File: config.mk
export PLATFORM = sky130hd
export DESIGN_NAME = nibble_bus_rx
export DESIGN_NICKNAME = d
export VERILOG_FILES = /design/src/rtl/nibble_bus_pkg.sv /design/src/rtl/sync_fifo.sv /design/src/rtl/nibble_bus_rx.sv
export SDC_FILE = /design/constraint.sdc
export NUM_CORES = 1
export LEC_CHECK = 0
export BUFFER_PORTS_ARGS = -buffer_cell sky130_fd_sc_hd__clkbuf_2
export CAP_MARGIN = 10
export CORE_MARGIN = 2
export CORE_UTILIZATION = 45
export DETAILED_ROUTE_END_ITERATION = 8
export PLACE_DENSITY = 0.67
export SLEW_MARGIN = 10
export SYNTH_ARGS = -nofsm -noshare
export SYNTH_HDL_FRONTEND = slang
export SYNTH_SLANG_ARGS = --single-unit
File: constraint.sdc
create_clock -name clk -period 3.01 [get_ports clk]
set_clock_uncertainty 0.1 [all_clocks]
set_input_delay 0 -clock clk [delete_from_list [all_inputs] [get_ports clk]]
set_output_delay 0 -clock clk [all_outputs]
set_load 0.01 [all_outputs]
File: src/rtl/nibble_bus_pkg.sv
// Shared nibble-bus definitions used by both the driver and the receiver side.
// Latency: n/a (types and constants only).
// Backpressure: n/a.
package nibble_bus_pkg;

    // Width of one bus transfer; words are assembled LSB-nibble first.
    localparam int NIBBLE_W = 4;

    typedef enum logic {
        IDLE     = 1'b0,
        ASSEMBLE = 1'b1
    } rx_state_t;

endpackage

File: src/rtl/sync_fifo.sv
// Registered show-ahead FIFO: the head entry is visible on pop_dat whenever it is non-empty.
// Latency: a push becomes visible on pop_dat/level in the next cycle.
// Backpressure: a push while full is accepted only if a pop happens in the same cycle.
//
// Ports:
//   clk, rst            clock, synchronous active-high reset (pointers/level only)
//   push, push_dat      write request and data
//   pop                 read request (ignored while empty)
//   pop_dat             head entry, zero while empty
//   full, empty, level  occupancy status
module sync_fifo #(
    parameter int WIDTH = 8,
    parameter int DEPTH = 4
) (
    input  logic                       clk,
    input  logic                       rst,
    input  logic                       push,
    input  logic [WIDTH-1:0]           push_dat,
    input  logic                       pop,
    output logic [WIDTH-1:0]           pop_dat,
    output logic                       full,
    output logic                       empty,
    output logic [$clog2(DEPTH+1)-1:0] level
);

    localparam int PTR_W = $clog2(DEPTH);
    localparam int LVL_W = $clog2(DEPTH+1);

    logic [WIDTH-1:0] mem_q [DEPTH];
    logic [PTR_W-1:0] wr_ptr_q, wr_ptr_d;
    logic [PTR_W-1:0] rd_ptr_q, rd_ptr_d;
    logic [LVL_W-1:0] level_q, level_d;
    logic             do_push, do_pop;

    assign empty = (level_q == '0);
    assign full  = (level_q == LVL_W'(DEPTH));
    assign level = level_q;

    // A full FIFO can still take a write when the head leaves in the same cycle.
    assign do_pop  = pop && !empty;
    assign do_push = push && (!full || do_pop);

    // Zero while empty so the output is deterministic after reset without clearing storage.
    assign pop_dat = empty ? '0 : mem_q[rd_ptr_q];

    always_comb begin
        wr_ptr_d = wr_ptr_q;
        rd_ptr_d = rd_ptr_q;
        level_d  = level_q;
        // DEPTH is a power of two, so pointer overflow is the modulo wrap.
        if (do_push) wr_ptr_d = wr_ptr_q + PTR_W'(1);
        if (do_pop)  rd_ptr_d = rd_ptr_q + PTR_W'(1);
        if (do_push && !do_pop)      level_d = level_q + LVL_W'(1);
        else if (!do_push && do_pop) level_d = level_q - LVL_W'(1);
    end

    always_ff @(posedge clk) begin
        if (rst) begin
            wr_ptr_q <= '0;
            rd_ptr_q <= '0;
            level_q  <= '0;
        end else begin
            wr_ptr_q <= wr_ptr_d;
            rd_ptr_q <= rd_ptr_d;
            level_q  <= level_d;
        end
    end

    // Storage is deliberately not reset.
    always_ff @(posedge clk) begin
        if (do_push) mem_q[wr_ptr_q] <= push_dat;
    end

endmodule

File: src/rtl/nibble_bus_rx.sv
// Nibble bus receiver: assembles enabled nibbles LSB-first into words and streams them out via a FIFO.
// Latency: last nibble in cycle t -> m_valid/m_data in cycle t+1 (FIFO empty).
// Backpressure: m_ready stalls the FIFO head; a word completing while full without a pop is dropped, setting overflow.
//
// Ports:
//   clk, rst           clock, synchronous active-high reset
//   bus, bus_en        shared nibble bus and its driver enable
//   m_data/m_valid/m_ready  output word stream (show-ahead)
//   frame_err          one-cycle pulse after a frame is cut short
//   overflow           sticky dropped-word flag, cleared only by rst
//   level              FIFO occupancy
module nibble_bus_rx
    import nibble_bus_pkg::*;
#(
    parameter int NIBBLES = 2,
    parameter int DEPTH   = 4
) (
    input  logic                       clk,
    input  logic                       rst,
    input  tri   [NIBBLE_W-1:0]        bus,
    input  logic                       bus_en,
    output logic [NIBBLE_W*NIBBLES-1:0] m_data,
    output logic                       m_valid,
    input  logic                       m_ready,
    output logic                       frame_err,
    output logic                       overflow,
    output logic [$clog2(DEPTH+1)-1:0] level
);

    localparam int W     = NIBBLE_W * NIBBLES;
    localparam int CNT_W = $clog2(NIBBLES);
    localparam logic [CNT_W-1:0] LAST = CNT_W'(NIBBLES - 1);

    rx_state_t        state_q, state_d;
    logic [CNT_W-1:0] cnt_q, cnt_d;
    logic [W-1:0]     word_q, word_d;
    logic             frame_err_q, frame_err_d;
    logic             overflow_q, overflow_d;

    logic             push, pop, fifo_full, fifo_empty;

    // ---- state register ----
    always_ff @(posedge clk) begin
        if (rst) begin
            state_q <= IDLE;
            cnt_q   <= '0;
            word_q  <= '0;
        end else begin
            state_q <= state_d;
            cnt_q   <= cnt_d;
            word_q  <= word_d;
        end
    end

    // ---- next state ----
    always_comb begin
        state_d = state_q;
        cnt_d   = cnt_q;
        word_d  = word_q;
        case (state_q)
            IDLE: begin
                if (bus_en) begin
                    word_d[NIBBLE_W-1:0] = bus;
                    cnt_d   = CNT_W'(1);
                    state_d = ASSEMBLE;
                end
            end
            ASSEMBLE: begin
                if (bus_en) begin
                    word_d[cnt_q*NIBBLE_W +: NIBBLE_W] = bus;
                    if (cnt_q == LAST) begin
                        cnt_d   = '0;
                        state_d = IDLE;
                    end else begin
                        cnt_d = cnt_q + CNT_W'(1);
                    end
                end else begin
                    // Gap inside a frame: drop the partial word.
                    cnt_d   = '0;
                    state_d = IDLE;
                end
            end
            default: begin
                cnt_d   = '0;
                state_d = IDLE;
            end
        endcase
    end

    // ---- outputs / flags ----
    always_comb begin
        // word_d already carries the final nibble, so the complete word is pushed this cycle.
        push        = (state_q == ASSEMBLE) && bus_en && (cnt_q == LAST);
        frame_err_d = (state_q == ASSEMBLE) && !bus_en;
        overflow_d  = overflow_q | (push && fifo_full && !pop);
    end

    always_ff @(posedge clk) begin
        if (rst) begin
            frame_err_q <= 1'b0;
            overflow_q  <= 1'b0;
        end else begin
            frame_err_q <= frame_err_d;
            overflow_q  <= overflow_d;
        end
    end

    assign pop       = m_valid && m_ready;
    assign m_valid   = !fifo_empty;
    assign frame_err = frame_err_q;
    assign overflow  = overflow_q;

    sync_fifo #(
        .WIDTH (W),
        .DEPTH (DEPTH)
    ) u_fifo (
        .clk      (clk),
        .rst      (rst),
        .push     (push),
        .push_dat (word_d),
        .pop      (pop),
        .pop_dat  (m_data),
        .full     (fifo_full),
        .empty    (fifo_empty),
        .level    (level)
    );

endmodule

Word-level counts from Yosys, hierarchy flattened
Memory sizes are Yosys's and may differ from the RTL's. A register that Yosys moved wholly into a read port is not among the register bits.
Cells that the tools add are included.

cells by class
  add/sub/neg operators = 6
  multiply operators = 0
  div/mod/pow operators = 0
  magnitude comparators = 0
  eq/ne operators = 2
  shifts and indexed selects = 2
  mux-type cells = 20
  bitwise operators = 2
  reductions and logical operators = 19

operators by type and width
  cell                                                                    number
  3-bit negation with 34-bit output                                       1
  4-bit by 34-bit variable shift with 8-bit output, first input constant  1
  4-bit by 34-bit indexed part select with 8-bit output                   1
  8-bit two-way mux                                                       2
  1-bit logical AND                                                       10
  8-bit bitwise mux                                                       1
  1-bit two-way mux                                                       8
  4-bit two-way mux                                                       2
  4-bit one-hot mux with 2 select lines                                   1
  1-bit logical NOT                                                       6
  3-bit two-way mux                                                       2
  2-bit by 1-bit adder with 2-bit output, second input constant           2
  2-bit two-way mux                                                       2
  1-bit one-hot mux with 2 select lines                                   2
  3-bit by 1-bit adder with 3-bit output, second input constant           1
  3-bit == test, second input constant                                    1
  3-bit logical NOT                                                       1
  3-bit by 1-bit subtractor with 3-bit output, second input constant      1
  2-bit inequality test, second input constant                            1
  2-bit nonzero test                                                      1
  1-bit adder, second input constant                                      1
  1-bit logical OR                                                        1
  1-bit NOT                                                               1
  1-bit bitwise OR                                                        1

storage, ports and cells
  flip-flop bits (word level) = 19
  bits in latches = 0
  memory bits (writable) = 32
  bits in read-only memories = 0
  input bits = 8
  memories kept = 1

memories
  memory        depth  width  read ports  clocked after Yosys merged registers in  wr ports  RTL line         text
  u_fifo.mem_q  4      8      1           1                                        1         sync_fifo.sv:29  logic [WIDTH-1:0] mem_q [DEPTH];

Depth between registers and ports, before layout
  depth after elaboration = 10
  gate-level depth with buffers = 8
  mapped depth without buffers = 8

By module
From an unflattened synthesis, not the netlist that was laid out.

unflattened totals
  cell total of the unflattened synthesis = 154
  area total of the unflattened synthesis = 2287.2 µm²

modules (own cells, without submodules)
  module         instances  cells an instance  area an instance (µm²)
  sync_fifo      1          100                1706.6
  nibble_bus_rx  1          54                 580.6

Least setup slack after synthesis
No wires, ideal clock.

  path kind = register to register
  start = reg u_fifo.level_q[0] (netlist: u_fifo.level[0])
  end = reg u_fifo.level_q[2] (netlist: u_fifo.level[2])
  setup time = 0.073 ns
  arrival time = 1.977 ns
  required time = 2.837 ns
  slack = 0.860 ns
  cell stages (with the launch flop) = 8
  clock period less this slack = 2.150 ns
  cells stage by stage = dfxtp_1 > o31ai_1 > ha_1 > inv_1 > fa_1 > xor2_1 > or3_1 > a21oi_1

on the way
  word-level cells in the longest chain between the ends = 9
  elaborated cells between the ends (all ways) = 17
  classes of those cells = add/sub: 2; eq/ne: 1; mux: 2; reduce/logical: 12

RTL lines
  what                          RTL line                               text
  start: declaration            sync_fifo.sv:32                        logic [LVL_W-1:0] level_q, level_d;
  start signal: assignment      sync_fifo.sv:65                        level_q <= level_d;
  3-bit logical NOT             sync_fifo.sv:35                        assign empty = (level_q == '0);
  1-bit logical NOT             sync_fifo.sv:40, nibble_bus_rx.sv:109
  1-bit logical AND             nibble_bus_rx.sv:108                   assign pop = m_valid && m_ready;
  1-bit logical AND             sync_fifo.sv:40                        assign do_pop = pop && !empty;
  1-bit logical OR              sync_fifo.sv:41                        assign do_push = push && (!full || do_pop);
  1-bit logical AND             sync_fifo.sv:41
  1-bit logical NOT             sync_fifo.sv:54                        else if (!do_push && do_pop) level_d = level_q - LVL_W'(1);
  1-bit logical AND             sync_fifo.sv:54
  2-bit nonzero test (no line)  -

Parallel ways exist; a longest one is shown, timed or not. The select of a mux whose other input is x is not followed.
A chain may end at the register's enable or synchronous reset.

Worst setup path after layout
Ends and elaborated chain as after synthesis.

==> out/results.tsv <==
metric	value	unit
status	completed	
root_buffer	clkbuf_8	
synth_xor_area_frac	0.01188	
ys_types	33	
wl_per_cell	15.22	µm
stdcell_area	2520	µm²
synth_compound_area_frac	0.03054	
final_net_count	180	
drtAntennaViolNets	0	
syn2layout_area_growth	13.91	%
synthMuxAreaShare	0.1448	
p_total	1.811	mW
h-tree-depth	2	
drt_iter0_markers	60	
core	4723	µm²
criticalPathCategory	flop to flop	
leakagePower	0.9204	nW
dp.cells	221	
numCtsBuffers	5	
layout-drive-gt1-share	0.3413	
grt_pass1_vias	1153	
maxCapViolations	0	
antenna_cells	0	
cts_resized	0	
synth_area	2212	µm²
dpl_cell_area	2384	µm²
synth_nets	151	
fmax	424.9	MHz
timing.final.crit_period	2.353	ns
die_w	74.11	µm
power.density	718.7	nW/µm²
hold_path.class	primary input to flop	
cts_tree	built	
io_buffers	21	
cts_sinks	53	
synthSimpleGateAreaFrac	0.1329	
drtPass1Iterations	4	
finalSetupTns	0	ns
dieArea	5492	µm²
clockBufferDepth	2	
rsz0062_at_grt	no	
clk_latency	0.30	ns
hold_viol_final	0	
ys_ff_latch	53	
vias_per_cell	4.872	
finalWirelength	3.561	mm
start_kind	flop	
final_cells	234	
grt_pass1_wl	5.934	mm
crit_required	3.14	ns
arrival	2.48	ns
vdd_ir_drop_max	0.2323	mV
grt-ovfl-total	0	
synth.avg_cell_area	16.15	µm²
finalWeightedCongestion	0.7857	
grtUsageTotal	0.1507	
netlist_instances	137	
end_kind	flop	
layout_commonest_cell	edfxtp_1	
slew_headroom	0.6222	
die_h	74.11	µm
detailed_place_hpwl	2.467	mm
num_vias	1140	
setup_viol	0	
path_clk_slew	0.09	ns
synth_top_family_by_area	multiplexers	
rows	25	
timing.final.crit_share	0.7819	
ios	22	
route.detailed.drc	0	
slew_viol_final	0	
worstMarginPinSlew	0.5660	ns
synth_seq_area_share	0.6244	
path_max_fanout	6	
layout_common_cells	32 x edfxtp_1, 21 x dfxtp_1, 21 x clkbuf_2	
grt_antenna_before_repair	0	
synthAdderAreaFrac	0.03733	
start_util	0.4683	
grt_max_degree	22	
ys_warn_count	0	
[state kept, by name, indices dropped and copies added (netlist names), named ones only]
| name | flops |
|---|---|
| cnt_q | 1 |
| u_fifo.level | 3 |
| u_fifo.wr_ptr_q | 2 |
| frame_err | 1 |
| word_q | 8 |
| state_q | 1 |
| u_fifo.mem_q | 32 |
| overflow | 1 |
| u_fifo.rd_ptr_q | 2 |
[Yosys cell counts]
master | count | area share
ha_1 | 5 | 0.028
o31ai_1 | 1 | 0.0034
nor2_1 | 7 | 0.012
nor2b_1 | 8 | 0.023
nor2_4 | 1 | 0.0051
nand2_1 | 1 | 0.0017
inv_1 | 4 | 0.0068
a41oi_1 | 1 | 0.0040
o21ai_0 | 2 | 0.0045
nand2b_1 | 2 | 0.0057
a21oi_1 | 3 | 0.0068
mux2_2 | 4 | 0.020
edfxtp_1 | 32 | 0.43
mux4_2 | 8 | 0.081
buf_2 | 2 | 0.0045
mux2_4 | 5 | 0.034
xor2_1 | 3 | 0.012
nor2b_4 | 5 | 0.031
and2b_1 | 3 | 0.010
or3_1 | 2 | 0.0057
mux2i_1 | 2 | 0.0091
and2_1 | 4 | 0.011
nor4b_4 | 1 | 0.011
and2_2 | 1 | 0.0034
nor3_1 | 1 | 0.0023
a21boi_4 | 1 | 0.0085
nor3b_1 | 1 | 0.0034
buf_4 | 1 | 0.0034
o21a_1 | 1 | 0.0034
dfxtp_1 | 21 | 0.19
clkbuf_1 | 2 | 0.0034
fa_1 | 1 | 0.0091
nand3_4 | 1 | 0.0079
[metal layers]
metal,GRT usage,routed length [µm],share of wire,up-vias
li1,-,-,-,552
met3,0.04878,117,0.033,5
met2,0.2500,1737,0.49,18
met4,0.04242,40,0.011,0
met1,0.1907,1666,0.47,565
met5,0,0,0,-
[metrics by stage]
step | utilization | hold slack [ns] | setup slack [ns]
floorplan | - | -0.02385 | 0.8602
global placement | 0.5046 | 0.1910 | 0.8266
CTS | 0.5335 | 0.01872 | 0.6668
finish | 0.5335 | 0.03344 | 0.6566
global route | 0.5335 | 0.06393 | 0.4459
detailed placement | 0.5046 | 0.1932 | 0.6862
[cells by family (layout without fill, tap and decap cells)]
family | after synthesis | in the layout
XOR/XNOR | 3 | 3
flip-flops | 53 | 53
multiplexers | 19 | 19
AO/OA/AOI/OAI | 9 | 9
adder cells (fa/ha/maj) | 6 | 6
AND/OR/NAND/NOR | 38 | 38
buffers and inverters | 9 | 39
[worst max-delay path: stages (launching register included)]
cell     delay (ns)
dfxtp_1        0.42
o31ai_1        0.46
ha_1           0.27
inv_1          0.06
fa_1           0.37
xor2_1         0.16
or3_1          0.31
a21oi_1        0.15
[path summary, 6_finish.rpt]
kind,start,endpoint,slack (ns),depth (start not counted)
worst max-delay path,u_fifo.level[0],u_fifo.level[2],0.66,7
worst min register to register,overflow,overflow,0.40,2
worst min-delay path,m_ready,flop,0.03,4
worst max register to register,u_fifo.level[0],u_fifo.level[2],0.66,7
[report_power, final]
group,total (mW),switching (mW),internal (mW)
clock,0.382,0.221,0.161
combinational,0.525,0.257,0.268
sequential,0.904,0.0898,0.814
total,1.81,0.568,1.24
[repair_timing]
action,in CTS,in global routing
endpoints found under the hold margin,28,0
hold buffers,5,0
buffers inserted,0,0
[layout make-up]
cell class,instances,area (µm²)
clock buffers,5,68.82
multi-input cells,75,790.8
well taps,67,83.83
inverters,4,15.01
fillers,390,2203
flip-flops and latches,53,1381
clock inverters,3,17.52
repair buffers,27,162.7
Power figures use the tool's default switching activity.
